## src/rtl/wordline_write_arbiter_pkg.sv

```systemverilog
// Shared types and constants for the word-line write arbiter.
// The array is fixed at 32 entries, so addresses are always 5 bits.
package wordline_write_arbiter_pkg;

  localparam int unsigned AddrW    = 5;
  localparam int unsigned NumWords = 32;
  localparam int unsigned CntW     = 3;

  typedef enum logic [1:0] {
    StIdle      = 2'd0,
    StDrive     = 2'd1,
    StPrecharge = 2'd2
  } state_e;

endpackage

```

## src/rtl/wordline_write_arbiter_if.sv

```systemverilog
// Requester-side and array-side signals of the word-line write arbiter.
interface wordline_write_arbiter_if
  import wordline_write_arbiter_pkg::*;
#(
  parameter int unsigned NREQ   = 4,
  parameter int unsigned DATA_W = 32
);

  logic [NREQ-1:0]        req;
  logic [NREQ*AddrW-1:0]  req_addr;
  logic [NREQ*DATA_W-1:0] req_data;
  logic                   hold;
  logic [NREQ-1:0]        ack;
  logic                   wl_enable;
  logic [NumWords-1:0]    WL;
  logic [DATA_W-1:0]      wdata;
  logic                   busy;

  modport master (
    output req, req_addr, req_data, hold,
    input  ack, wl_enable, WL, wdata, busy
  );

  modport slave (
    input  req, req_addr, req_data, hold,
    output ack, wl_enable, WL, wdata, busy
  );

endinterface

```

## src/rtl/wordline_write_arbiter_decoder5x32.sv

```systemverilog
// Combinational 5-to-32 word-line decoder; all lines low when disabled.
module decoder5x32
  import wordline_write_arbiter_pkg::*;
(
  input  logic [AddrW-1:0]    addr_i,
  input  logic                en_i,
  output logic [NumWords-1:0] wl_o
);

  always_comb begin
    wl_o = '0;
    if (en_i) begin
      wl_o[addr_i] = 1'b1;
    end
  end

endmodule

```

## src/rtl/wordline_write_arbiter.sv

```systemverilog
// Round-robin arbiter for the single write port of a 32-entry register array:
// grant, one-cycle word-line drive, then a programmable precharge gap.
module wordline_write_arbiter
  import wordline_write_arbiter_pkg::*;
#(
  parameter int unsigned NREQ          = 4,
  parameter int unsigned DATA_W        = 32,
  parameter int unsigned PRECHARGE_CYC = 1
) (
  input logic                     clk,
  input logic                     reset,
  wordline_write_arbiter_if.slave bus
);

  localparam int unsigned PtrW = $clog2(NREQ);

  state_e              state_q, state_d;
  logic [PtrW-1:0]     rr_ptr_q, rr_ptr_d;
  logic [AddrW-1:0]    addr_q, addr_d;
  logic [DATA_W-1:0]   wdata_q, wdata_d;
  logic [NREQ-1:0]     ack_q, ack_d;
  logic [CntW-1:0]     cnt_q, cnt_d;

  logic [AddrW-1:0]    addr_arr [NREQ];
  logic [DATA_W-1:0]   data_arr [NREQ];
  logic                found;
  logic [PtrW-1:0]     win;
  int unsigned         idx;
  logic                drive;

  for (genvar i = 0; i < NREQ; i++) begin : g_unpack
    assign addr_arr[i] = bus.req_addr[i*AddrW +: AddrW];
    assign data_arr[i] = bus.req_data[i*DATA_W +: DATA_W];
  end

  // First requester at or above rr_ptr, wrapping modulo NREQ.
  always_comb begin
    found = 1'b0;
    win   = '0;
    idx   = 0;
    for (int unsigned k = 0; k < NREQ; k++) begin
      idx = 32'(rr_ptr_q) + k;
      if (idx >= NREQ) begin
        idx = idx - NREQ;
      end
      if (!found && bus.req[idx[PtrW-1:0]]) begin
        found = 1'b1;
        win   = idx[PtrW-1:0];
      end
    end
  end

  always_comb begin
    state_d  = state_q;
    rr_ptr_d = rr_ptr_q;
    addr_d   = addr_q;
    wdata_d  = wdata_q;
    ack_d    = '0;
    cnt_d    = cnt_q;
    unique case (state_q)
      StIdle: begin
        if (!bus.hold && found) begin
          state_d    = StDrive;
          addr_d     = addr_arr[win];
          wdata_d    = data_arr[win];
          ack_d[win] = 1'b1;
          rr_ptr_d   = (win == PtrW'(NREQ - 1)) ? '0 : win + 1'b1;
        end
      end
      StDrive: begin
        if (PRECHARGE_CYC > 0) begin
          state_d = StPrecharge;
          cnt_d   = CntW'(PRECHARGE_CYC);
        end else begin
          state_d = StIdle;
        end
      end
      StPrecharge: begin
        if (cnt_q <= CntW'(1)) begin
          state_d = StIdle;
        end else begin
          cnt_d = cnt_q - 1'b1;
        end
      end
      default: state_d = StIdle;
    endcase
  end

  always_ff @(posedge clk) begin
    if (reset) begin
      state_q  <= StIdle;
      rr_ptr_q <= '0;
      addr_q   <= '0;
      wdata_q  <= '0;
      ack_q    <= '0;
      cnt_q    <= '0;
    end else begin
      state_q  <= state_d;
      rr_ptr_q <= rr_ptr_d;
      addr_q   <= addr_d;
      wdata_q  <= wdata_d;
      ack_q    <= ack_d;
      cnt_q    <= cnt_d;
    end
  end

  assign drive = (state_q == StDrive);

  decoder5x32 u_decoder (
    .addr_i (addr_q),
    .en_i   (drive),
    .wl_o   (bus.WL)
  );

  assign bus.ack       = ack_q;
  assign bus.wl_enable = drive;
  assign bus.wdata     = wdata_q;
  assign bus.busy      = (state_q != StIdle);

endmodule

```

## src/flat_wrapper.sv

```systemverilog
// flat-port wrapper written by rule: the top's interface ports become plain ports
module wordline_write_arbiter_flat import wordline_write_arbiter_pkg::*;
#(
  parameter int unsigned NREQ          = 4,
  parameter int unsigned DATA_W        = 32,
  parameter int unsigned PRECHARGE_CYC = 1
)
  (clk, reset, bus_req, bus_req_addr, bus_req_data, bus_hold, bus_ack, bus_wl_enable, bus_WL, bus_wdata, bus_busy);
  wordline_write_arbiter_if #(.NREQ(NREQ), .DATA_W(DATA_W)) bus_i ();
  input logic clk;
  input logic reset;
  input wire logic [$bits(bus_i.req)-1:0] bus_req;
  input wire logic [$bits(bus_i.req_addr)-1:0] bus_req_addr;
  input wire logic [$bits(bus_i.req_data)-1:0] bus_req_data;
  input wire logic [$bits(bus_i.hold)-1:0] bus_hold;
  output wire logic [$bits(bus_i.ack)-1:0] bus_ack;
  output wire logic [$bits(bus_i.wl_enable)-1:0] bus_wl_enable;
  output wire logic [$bits(bus_i.WL)-1:0] bus_WL;
  output wire logic [$bits(bus_i.wdata)-1:0] bus_wdata;
  output wire logic [$bits(bus_i.busy)-1:0] bus_busy;
  assign bus_i.req = bus_req;
  assign bus_i.req_addr = bus_req_addr;
  assign bus_i.req_data = bus_req_data;
  assign bus_i.hold = bus_hold;
  assign bus_ack = bus_i.ack;
  assign bus_wl_enable = bus_i.wl_enable;
  assign bus_WL = bus_i.WL;
  assign bus_wdata = bus_i.wdata;
  assign bus_busy = bus_i.busy;
  wordline_write_arbiter #(.NREQ(NREQ), .DATA_W(DATA_W), .PRECHARGE_CYC(PRECHARGE_CYC)) u_core (.clk(clk), .reset(reset), .bus(bus_i));
endmodule
```

## config.mk

```make
export PLATFORM = sky130hd
export DESIGN_NAME = wordline_write_arbiter_flat
export DESIGN_NICKNAME = d
export VERILOG_FILES = /design/src/rtl/wordline_write_arbiter_pkg.sv /design/src/rtl/wordline_write_arbiter_if.sv /design/src/rtl/wordline_write_arbiter_decoder5x32.sv /design/src/rtl/wordline_write_arbiter.sv /design/src/flat_wrapper.sv
export SDC_FILE = /design/constraint.sdc
export NUM_CORES = 1
export LEC_CHECK = 0
export ABC_AREA = 0
export BUFFER_PORTS_ARGS = -buffer_cell sky130_fd_sc_hd__buf_2
export CAP_MARGIN = 20
export CORE_UTILIZATION = 42
export CTS_CLUSTER_DIAMETER = 200
export DETAILED_ROUTE_END_ITERATION = 10
export HOLD_SLACK_MARGIN = 0.08
export PLACE_DENSITY = 0.93
export SLEW_MARGIN = 20
export SYNTH_ARGS = -nofsm -noshare
export SYNTH_HDL_FRONTEND = slang
export SYNTH_SLANG_ARGS = --single-unit
export TNS_END_PERCENT = 20
```

## constraint.sdc

```tcl
create_clock -name clk -period 2.7 [get_ports clk]
set_input_delay 0.81 -clock clk [delete_from_list [all_inputs] [get_ports clk]]
set_output_delay 0.81 -clock clk [all_outputs]
set_load 0.02 [all_outputs]
```

# Word-level counts from Yosys, hierarchy flattened
# Index checks and enable logic that the tools add are counted.
word_totals:
  ff_bits: 48
  latch_bits: 0
  ram_bits: 0
  romBits: 0
  input_bits: 155
  out_inout_bits: 70
  wordCells: 92
  memories: 0
op_classes:
  n_addsub: 9
  mul: 0
  div_mod_pow: 0
  n_lt_le_gt_ge: 14
  eq_ne: 6
  shifts: 0
  n_mux: 37
  bitwise_logic: 3
  reduce_logical: 17
op_table:
  columns: ["cell", "count"]
  rows:
  - ["$mux W32", 3]
  - ["$bmux W32 S2", 1]
  - ["$mux W2", 11]
  - ["$lt A2 B3 Y1 const B", 5]
  - ["$ge A3 B3 Y1 const B", 4]
  - ["$bmux W5 S2", 1]
  - ["$mux W1", 10]
  - ["$mux W5", 2]
  - ["$bmux W1 S2", 4]
  - ["$sub A2 B1 Y2 const B", 4]
  - ["$add A2 B2 Y3 const B", 2]
  - ["$logic_and A1 B1 Y1", 6]
  - ["$lt A5 B6 Y1 const B", 1]
  - ["$pmux W2 S3", 1]
  - ["$pmux W3 S2", 1]
  - ["$reduce_and A2 Y1", 3]
  - ["$demux W1 S5", 1]
  - ["$ge A5 B1 Y1 const B", 1]
  - ["$eq A2 B2 Y1 const B", 2]
  - ["$logic_not A1 Y1", 4]
  - ["$ne A2 B1 Y1 const B", 2]
  - ["$reduce_bool A2 Y1", 2]
  - ["$add A2 B1 Y3 const B", 1]
  - ["$ge A2 B3 Y1 const B", 1]
  - ["12 further kinds", 13]

# Logic depth before layout (Yosys ltp)
depth:
  word_depth: 18
  mapped_depth: 9
  depth_no_buf: 7

# By module
# Synthesis repeated with hierarchy kept, for this count alone.
hier_totals:
  hier_cells: 318
  hier_area_um2: 2924.1
modules_own_cells:
  columns: ["mod", "instances", "cells_per_inst", "area_per_inst_um2", "seq_area_each_um2"]
  rows:
  - ["wordline_write_arbiter", 1, 271, 2693.8, 960.9]
  - ["decoder5x32", 1, 47, 230.2, 0.0]

# Least setup slack after synthesis
# Ideal clock, no wire load.
synth_path:
  path_kind: "input to register"
  from: "input bus_req[2]"
  to: "register u_core.rr_ptr_q[1]"
  setup_ns: 0.130
  t_arrival_ns: 2.210
  t_required_ns: 2.570
  slack_ns: 0.361
  stages: 9
  n_path_buf: 3
  cell_sequence: "nor2b_1 > a211o_1 > and2_1 > clkbuf_1 > buf_4 > buf_6 > ha_1 > mux2i_1 > nor2_1"
synth_via:
  elab_chain_cells: 14
  elab_cells_between_ends: 27
  classes_between: "1 x add/sub; 1 x eq/ne; 17 x mux; 8 x reduce/logical"
synth_lines:
  columns: ["element", "line", "source"]
  rows:
  - ["start: declaration", "flat_wrapper.sv:12", "input wire logic [$bits(bus_i.req)-1:0] bus_req;"]
  - ["$bmux W1 S2", "wordline_write_arbiter.sv:46", "if (!found && bus.req[idx[PtrW-1:0]]) begin"]
  - ["$mux W1 (not written as such)", "wordline_write_arbiter.sv:46", null]
  - ["$mux W1", "wordline_write_arbiter.sv:46", null]
  - ["$logic_not A1 Y1", "wordline_write_arbiter.sv:46", null]
  - ["$logic_and A1 B1 Y1", "wordline_write_arbiter.sv:46", null]
  - ["$mux W1", "wordline_write_arbiter.sv:46", null]
  - ["$logic_not A1 Y1", "wordline_write_arbiter.sv:46", null]
  - ["$logic_and A1 B1 Y1", "wordline_write_arbiter.sv:46", null]
  - ["$mux W1", "wordline_write_arbiter.sv:46", null]
  - ["$logic_not A1 Y1", "wordline_write_arbiter.sv:46", null]
  - ["$logic_and A1 B1 Y1", "wordline_write_arbiter.sv:46", null]
  - ["$mux W2 or $mux W1 (tied branches)", "wordline_write_arbiter.sv:46", null]
  - ["$add A2 B1 Y2, or another cell as far along", "wordline_write_arbiter.sv:67", "rr_ptr_d = (win == PtrW'(NREQ - 1)) ? '0 : win + 1'b1;"]
  - ["$mux W2 or $reduce_and A2 Y1 (tied branches)", null, null]
  - ["end signal: assignment", "wordline_write_arbiter.sv:99", "rr_ptr_q <= rr_ptr_d;"]
  - ["end: declaration", "wordline_write_arbiter.sv:18", "logic [PtrW-1:0] rr_ptr_q, rr_ptr_d;"]
# Several ways; a longest one is shown, not always the timed one. The select of a mux whose other input is x is not followed.
# A chain may end at the register's enable or synchronous reset.

# Final worst setup path
layout_path:
  from: "register u_core.state_q[1]"
  to: "output bus_WL[7]"
layout_via:
  elab_chain_cells: 2
layout_lines:
  columns: ["element", "line", "source"]
  rows:
  - ["start: declaration", "wordline_write_arbiter.sv:17", "state_e state_q, state_d;"]
  - ["start signal: assignment", "wordline_write_arbiter.sv:91", "state_q <= StIdle;"]
  - ["start signal: assignment", "wordline_write_arbiter.sv:98", "state_q <= state_d;"]
  - ["$eq A2 B1 Y1", "wordline_write_arbiter.sv:107", "assign drive = (state_q == StDrive);"]
  - ["$mux W32", "wordline_write_arbiter_decoder5x32.sv:12", "if (en_i) begin"]
  - ["end: declaration", "flat_wrapper.sv:18", "output wire logic [$bits(bus_i.WL)-1:0] bus_WL;"]
# Every way passes these cells.

==> out/metrics.csv <==
metric,value,unit
max_freq,0.3880,GHz
setup_viol,0,
synth_cell_type_count,36,
hold_path_class,register to register,
vdd_drop_max,0.0002273,V
antenna_found_initial,0,
power_density,469.0,nW/um^2
r2r_cells,6,
fp-row-count,31,
ys_seq_area_share,30.08,%
cts_hold_buffers,0,
routed_wirelength,9751,um
tightest_slew,0.4834,ns
fin_skew,0.002978,ns
syn_area_per_cell,7.829,um^2
viasPerCell,5.283,
grt_usage,22.54,%
syn_nets,569,
dieArea,7958,um^2
p_leak,2.246,nW
drcViolationCount,0,
rsz0062_at_grt,no,
layout.cells.non_filler,713,
maxCapViolations,0,
grt_pass1_wl,14050,um
crit_required,1.89,ns
netlist_area,3194,um^2
nNetsFinal,774,
whs_path_depth,2,
p_total,2.106,mW
clock_sinks,48,
pre_cts_ws,0.3470,ns
postCtsSetupBuffers,0,
relSlewSlack,67.50,%
fin_ws,0.1227,ns
start_util,43.81,%
clk_pin_slew_worst_paths,0.09,ns
fp.coreArea,7292,um^2
cts_buffer_depth,2,
grt_pass1_vias,3264,
outcome,completed,
io_pins,225,
vias,3767,
slew_viol_final,0,
critPathSlowestCell,dfxtp_1,
worst_skew_pair.late_latency,0.30,ns
cts_tree,built,
crit_path_max_incr_delay,0.35,ns
gp_congestion,0.8939,
fin_crit_sh,95.45,%
hold_violations,0,
wl_per_cell,13.68,um
worst-setup-path-type,register to output port,
ys.warnings.count,0,
post-route-util,61.58,%
path_cells,"nand2b_1, inv_1, nand3_1, nor2_1, buf_2",
placed_cell_area,4383,um^2
holdWs,0.4804,ns
cts_resized,0,
dp.cells,705,
die_y,89.21,um
antenna-diode-count,0,
cts_made_buffers,5,
clockRootBuffer,clkbuf_8,
port_buffers,224,
ys_seq_elements,48,
die_x,89.21,um
synthCells,408,
ant_nets,0,
setup_tns,0,ns
path_max_fanout,8,
first_pass_iters,4,
crit_path_end_kind,output port,
grt_max_degree,39,
final_layout_size_suffix_gt1_share,40.88,%
overflow,0,
design_area,4491,um^2
crit_path_start_kind,register,
drt-initial-drc-count,102,
syn_to_final_growth,40.58,%
htreeDepth,2,
arrival,1.77,ns
dp_hpwl,7653,um
period_minus_slack,2.577,ns
[cell type report]
type | instances | area (um^2)
repair buffers | 234 | 1221
clock buffers | 6 | 72.57
multi-input cells | 318 | 2054
well taps | 99 | 123.9
inverters | 6 | 22.52
clock inverters | 2 | 35.03
fillers | 625 | 2801
flip-flops and latches | 48 | 960.9
[power by group]
| group | switching [mW] | internal (mW) |
|---|---|---|
| registers | 0.0531 | 0.788 |
| logic | 0.425 | 0.331 |
| clock network | 0.234 | 0.275 |
| total | 0.712 | 1.39 |
[cells by family after synthesis]
kind of cell	synth area share, %
fa+ha+maj	2.350
compound gates	25.03
simple gates	23.97
xor+xnor	0.2742
flops	30.08
buf+inv	6.032
mux	12.26
[registers in the layout, indices dropped and copies added (netlist names)]
signal            flops
u_core.bus.wdata     32
u_core.addr_q         5
u_core.bus.ack        4
u_core.cnt_q          3
u_core.rr_ptr_q       2
u_core.state_q        2
[per-layer routing]
layer	routed length, um	global-route usage (%)	part of all wire (%)
met1	3767	22.30	39
met2	5156	46.08	53
met3	632	4.155	6.5
met4	195	7.937	2.0
met5	0	0	0
[synthesized netlist by cell type]
master / number / area, um^2
nor4_2: 1 / 12.51
or3_4: 1 / 11.26
o21ai_1: 38 / 190.2
mux2i_1: 38 / 380.4
inv_1: 5 / 18.77
ha_1: 6 / 75.07
nor2_2: 1 / 6.260
or2_2: 1 / 6.260
a21boi_0: 37 / 277.8
mux2_2: 1 / 11.26
and2_1: 5 / 31.28
nor3_4: 1 / 16.27
o21ai_0: 1 / 5.000
inv_2: 1 / 3.750
a21oi_1: 2 / 10.01
nor3_1: 2 / 10.01
nand2_1: 45 / 168.9
buf_2: 7 / 35.03
nand3_1: 2 / 10.01
clkbuf_1: 23 / 86.33
nand2b_1: 2 / 12.51
o211ai_1: 37 / 277.8
or3_1: 2 / 12.51
nand3b_1: 4 / 30.03
nor2b_1: 4 / 25.02
and3_1: 37 / 231.5
dfxtp_1: 48 / 960.9
and4b_1: 1 / 10.01
or3b_1: 2 / 17.52
xnor2_1: 1 / 8.760
nor2_1: 41 / 153.9
o21bai_1: 3 / 22.52
a211oi_1: 1 / 7.510
buf_4: 5 / 37.54
buf_6: 1 / 11.26
a211o_1: 1 / 8.760
[worst max-delay path, delay by kind of cell, from the launching register on]
kind | cells | cell delay (ns)
buffers and inverters | 2 | 0.39
DFF | 1 | 0.35
and+or+nand+nor | 3 | 0.74
[worst paths after layout]
kind	from	endpoint	slack [ns]
min	u_core.bus.wdata[10]	u_core.bus.wdata[10]	0.48
max reg2reg	u_core.rr_ptr_q[1]	u_core.bus.wdata[18]	0.89
min reg2reg	u_core.bus.wdata[10]	u_core.bus.wdata[10]	0.48
max	u_core.state_q[1]	bus_WL[7]	0.12
[cell usage in the layout, fill, tap and decap left out, types with 2 or more instances in the layout]
cell type,instances
nand2_1,45
o21ai_1,38
buf_2,224
mux2i_1,38
and3_1,37
nand2b_1,2
nor3_1,2
nor2_1,41
ha_1,6
nand3_1,2
buf_4,8
o21bai_1,2
clkbuf_8,5
inv_1,5
and2_1,4
nor2b_1,4
a21oi_1,2
dfxtp_1,48
buf_12,2
a21boi_0,37
or3_1,2
o211ai_1,37
or3b_1,2
nand3b_1,4
(Power assumes the default switching activity.)
